### src/rtl/onehot_decoder_stream_pkg.sv
//============================================================================
// Module : onehot_decoder_stream_pkg
// Brief  : Shared defaults and occupancy-state encodings for the decoder.
// Rev    : 1.0  initial release
//============================================================================
`default_nettype none

package onehot_decoder_stream_pkg;

    localparam int DEF_IN_W  = 3;
    localparam int DEF_CNT_W = 8;

    typedef enum logic [1:0] {
        ST_EMPTY = 2'd0,
        ST_BUSY  = 2'd1,
        ST_FULL  = 2'd2
    } occ_state_e;

endpackage

`default_nettype wire

### src/rtl/onehot_decoder_stream_skid.sv
//============================================================================
// Module : skid_buffer
// Brief  : Two-entry valid/ready register pair (main + skid), strict FIFO.
// Rev    : 1.0  initial release
//============================================================================
`default_nettype none

module skid_buffer
    import onehot_decoder_stream_pkg::*;
#(
    parameter int W = 3
) (
    input  logic         clk,
    input  logic         rst,
    input  logic         in_valid_i,
    output logic         in_ready_o,
    input  logic [W-1:0] in_data_i,
    output logic         out_valid_o,
    input  logic         out_ready_i,
    output logic [W-1:0] out_data_o
);

    occ_state_e   state_q, state_d;
    logic [W-1:0] main_q, main_d;
    logic [W-1:0] skid_q, skid_d;
    logic         ready_q;
    logic         in_fire, out_fire;

    assign in_fire     = in_valid_i & ready_q;
    assign out_fire    = (state_q != ST_EMPTY) & out_ready_i;
    assign in_ready_o  = ready_q;
    assign out_valid_o = (state_q != ST_EMPTY);
    assign out_data_o  = main_q;

    always_comb begin
        state_d = state_q;
        main_d  = main_q;
        skid_d  = skid_q;
        case (state_q)
            ST_EMPTY: begin
                if (in_fire) begin
                    main_d  = in_data_i;
                    state_d = ST_BUSY;
                end
            end
            ST_BUSY: begin
                if (in_fire && !out_fire) begin
                    skid_d  = in_data_i;
                    state_d = ST_FULL;
                end else if (in_fire && out_fire) begin
                    main_d  = in_data_i;
                end else if (out_fire) begin
                    state_d = ST_EMPTY;
                end
            end
            ST_FULL: begin
                if (out_fire) begin
                    main_d  = skid_q;
                    state_d = ST_BUSY;
                end
            end
            default: state_d = ST_EMPTY;
        endcase
    end

    // Ready is registered from the next state so it drops the cycle skid fills.
    always_ff @(posedge clk or posedge rst) begin
        if (rst) begin
            state_q <= ST_EMPTY;
            main_q  <= '0;
            skid_q  <= '0;
            ready_q <= 1'b1;
        end else begin
            state_q <= state_d;
            main_q  <= main_d;
            skid_q  <= skid_d;
            ready_q <= (state_d != ST_FULL);
        end
    end

endmodule

`default_nettype wire

### src/rtl/onehot_decoder_stream.sv
//============================================================================
// Module : onehot_decoder_stream
// Brief  : Streaming binary-to-one-hot decoder with per-line hit counters.
// Rev    : 1.0  initial release
//============================================================================
`default_nettype none

module onehot_decoder_stream
    import onehot_decoder_stream_pkg::*;
#(
    parameter  int IN_W  = DEF_IN_W,
    parameter  int CNT_W = DEF_CNT_W,
    localparam int OUT_W = 2 ** IN_W
) (
    input  logic             clk,
    input  logic             rst,
    input  logic             in_valid,
    output logic             in_ready,
    input  logic [IN_W-1:0]  in_code,
    output logic             out_valid,
    input  logic             out_ready,
    output logic [OUT_W-1:0] out_onehot,
    input  logic [IN_W-1:0]  cnt_sel,
    output logic [CNT_W-1:0] cnt_val,
    input  logic             cnt_clr
);

    logic [IN_W-1:0]  code_q;
    logic             out_fire;
    logic [CNT_W-1:0] cnt_all [OUT_W];

    skid_buffer #(.W(IN_W)) u_skid (
        .clk        (clk),
        .rst        (rst),
        .in_valid_i (in_valid),
        .in_ready_o (in_ready),
        .in_data_i  (in_code),
        .out_valid_o(out_valid),
        .out_ready_i(out_ready),
        .out_data_o (code_q)
    );

    assign out_fire = out_valid & out_ready;

    // Decoded from the held code register only, and forced to zero when idle.
    always_comb begin
        out_onehot = '0;
        if (out_valid) begin
            out_onehot[code_q] = 1'b1;
        end
    end

    for (genvar i = 0; i < OUT_W; i++) begin : g_cnt
        logic [CNT_W-1:0] cnt_q, cnt_d;

        always_comb begin
            cnt_d = cnt_q;
            if (cnt_clr) begin
                cnt_d = '0;
            end else if (out_fire && (code_q == IN_W'(i)) && (cnt_q != '1)) begin
                cnt_d = cnt_q + 1'b1;
            end
        end

        always_ff @(posedge clk or posedge rst) begin
            if (rst) begin
                cnt_q <= '0;
            end else begin
                cnt_q <= cnt_d;
            end
        end

        assign cnt_all[i] = cnt_q;
    end

    assign cnt_val = cnt_all[cnt_sel];

endmodule

`default_nettype wire

### config.mk
export PLATFORM = sky130hd
export DESIGN_NAME = onehot_decoder_stream
export DESIGN_NICKNAME = d
export VERILOG_FILES = /design/src/rtl/onehot_decoder_stream_pkg.sv /design/src/rtl/onehot_decoder_stream_skid.sv /design/src/rtl/onehot_decoder_stream.sv
export SDC_FILE = /design/constraint.sdc
export NUM_CORES = 1
export LEC_CHECK = 0
export ABC_AREA = 1
export CORE_ASPECT_RATIO = 1.25
export CORE_UTILIZATION = 58
export DETAILED_ROUTE_END_ITERATION = 10
export GPL_TIMING_DRIVEN = 0
export MAX_ROUTING_LAYER = met4
export PLACE_DENSITY = 0.78
export SLEW_MARGIN = 20
export SYNTH_ARGS = -nofsm -noshare
export SYNTH_HDL_FRONTEND = slang
export SYNTH_SLANG_ARGS = --single-unit
### constraint.sdc
create_clock -name clk -period 2.4 [get_ports clk]
set_input_delay 0.36 -clock clk [delete_from_list [all_inputs] [get_ports clk]]
set_output_delay 0.36 -clock clk [all_outputs]
set_load 0.05 [all_outputs]
==> flow_summary_export.csv <==
group,metric,value,unit
detailed_routing,via_per_inst,5.62,
yosys,netlist.area_leader.share,35.3,%
power_and_ir_drop,pwr_density_cell,602,mW/mm2
global_route,grt_usage,33.5,%
detailed_routing,ant_nets,0,
floorplan,die_x,86.0,um
sta,drv_slew,0,
job,drv_cap,0,
detailed_routing,firstDrtPassIters,5,
power_and_ir_drop,power,3420,uW
critical_path,crit_type,"reg2out",
placed_design,place_area,0.00554,mm2
cts,clkTransAtPathRegs,80,ps
cells_and_area,drive_gt1_share,7.96,%
global_route,grt_max_degree,43,
critical_path,arrival,1960,ps
floorplan,initial_core_util,61.0,%
placed_design,dpl.hpwl,10400,um
sta,hold_violations,0,
yosys,synth_area_per_cell,6.58,um2
yosys,synth-seq-cells,73,
cells_and_area,nFillCells,762,
placed_design,port-buffer-count,26,
yosys,syn_inst,777,
cells_and_area,post-route-cell-area,0.00568,mm2
cells_and_area,antenna_cells,0,
floorplan,dieArea,0.00919,mm2
placed_design,gp_routability_congestion,0.942,
cells_and_area,multi_input_area,0.00288,mm2
cts,post_cts_buffers,0,
critical_path,worstPathRequired,2040,ps
cells_and_area,nets,834,
yosys,yosysMostFrequentCell,"nand2_1",
outcome,outcome,"completed",
floorplan,io_pins,29,
cts,cts.hold.buffers_added,0,
yosys,synth_common_cells,"nand2_1 (236), nor2_1 (105), nand3_1 (87), inv_1 (78), dfrtp_1 (72)",
yosys,synth.distinct_cells,26,
sta,fin_ws,84.8,ps
sta,finalCritPeriodShare,96.5,%
sta,setup_violations,0,
yosys,netlist_area,0.00511,mm2
cells_and_area,seq_area,0.00183,mm2
cts,cts_buffer_depth,2,
sta,max_freq,432,MHz
floorplan,die_y,107,um
sta,skew,9.93,ps
yosys,async_reset_ff_share,100,%
cts,cts_tree,"built",
yosys,synthTopCellsByArea,"dfrtp_1 (35%), nand2_1 (17%), nand3_1 (8.5%)",
sta,slew_headroom,53.6,%
cts,h-tree-depth,3,
power_and_ir_drop,vdd_drop_max,0.688,mV
critical_path,critPathCaptureType,"primary output",
yosys,yosysSeqAreaShare,35.8,%
floorplan,core_area,0.00838,mm2
critical_path,crit_fanout,10,
yosys,synth_flop_cell,"dfrtp_1",
global_route,grt_pass1_wl,23100,um
power_and_ir_drop,p_leak,0.00289,uW
detailed_routing,wl_per_cell,14.9,um
cells_and_area,postLayoutCoreUtil,67.8,%
global_route,grt_pass1_vias,4962,
critical_path,worst_setup_path_start_kind,"register",
detailed_routing,drc,0,
floorplan,num_rows,37,
yosys,synth_nets,796,
cells_and_area,syn_to_final_growth,11.1,%
detailed_routing,vias,5247,
cts,worstSkewPairLatency,370,ps
global_route,gr-total-overflow,0,
hold_path,hp-class,"in2async",
detailed_routing,drt_iter0_drc,415,
cts,ctsResizeCount,54,
yosys,synth_warnings,0,
sta,rsz0062_at_grt,"false",
cts,cts_root_buf,"clkbuf_8",
sta,fin_crit,2320,ps
cts,cts_buffers,9,
placed_design,place_ws,-660,ps
sta,tightest_slew,696,ps
global_route,antenna_found_initial,0,
cts,clock-sinks,73,
yosys,synth_edf_count,0,
detailed_routing,drt_wl_total,13900,um
yosys,synth_top_area_cell,"dfrtp_1",
sta,fin_setup_tns,0,ps
[state kept, by name, summed over array words and instances, names as in the netlist]
name and count:
u_skid.out_data_o 3, g_cnt.cnt_q 64, u_skid.state_q 2, u_skid.in_ready_o 1, u_skid.skid_q 3
[per-layer routing]
| layer | vias up | global-route usage (%) | routed length [um] |
|---|---|---|---|
| met5 | - | - | 0 |
| met4 | 0 | 17.4 | 406 |
| met3 | 36 | 3.46 | 796 |
| met2 | 201 | 56.6 | 7020 |
| met1 | 2457 | 39.3 | 5720 |
| li1 | 2553 | - | - |
[layout make-up]
type / instances / area share [%]
multi-input cells: 602 / 50.7
flip-flops and latches: 73 / 32.2
inverters: 81 / 5.42
repair buffers: 27 / 4.34
clock buffers: 13 / 2.97
well taps: 117 / 2.58
plain buffers: 21 / 1.81
[kinds of logic after synthesis]
kind of cell,Yosys count,share of synthesized area (%)
simple gates,483,41.6
fa+ha+maj,8,1.96
xor+xnor,25,4.28
buf+inv,102,7.88
compound gates,86,8.54
flops,73,35.8
[worst max-delay path, cell delays in order (launching register included)]
cell,delay [ps]
dfrtp_1,320
buf_2,200
nand3_1,140
nor2_1,120
clkdlybuf4s50_1,810
[power by group]
group	switching [uW]	leakage, uW	internal (uW)
clock network	453	0.0000875	444
logic	831	0.00180	309
registers	63.5	0.00100	1320
[placed cells by master (no fill, tap or decap), drive strengths merged, types with 13 or more instances in the layout]
cell      n
a21oi    21
buf      17
clkbuf   26
dfrtp    72
inv      80
nand2   243
nand3    87
nor2    123
nor3     13
o21ai    61
xor2     23
[stage by stage]
step	hold WS, ps	std cells
floorplan	453	777
global placement	473	920
detailed placement	478	921
CTS	359	934
global route	390	934
finish	348	934
[path summary, 6_finish.rpt]
kind	start	endpoint	slack, ps	cells after the start
setup / recovery	u_skid.out_data_o[2]	out_onehot[7]	80	4
hold / removal	rst	g_cnt[0].cnt_q[4]	350	2
setup reg to reg	g_cnt[0].cnt_q[0]	g_cnt[0].cnt_q[6]	780	8
hold reg to reg	u_skid.skid_q[2]	u_skid.skid_q[2]	490	2
max in group asynchronous	rst	u_skid.in_ready_o	1430	3
min in group clk	u_skid.skid_q[2]	u_skid.skid_q[2]	490	2
Note: power is estimated with default switching activity, not from simulation.
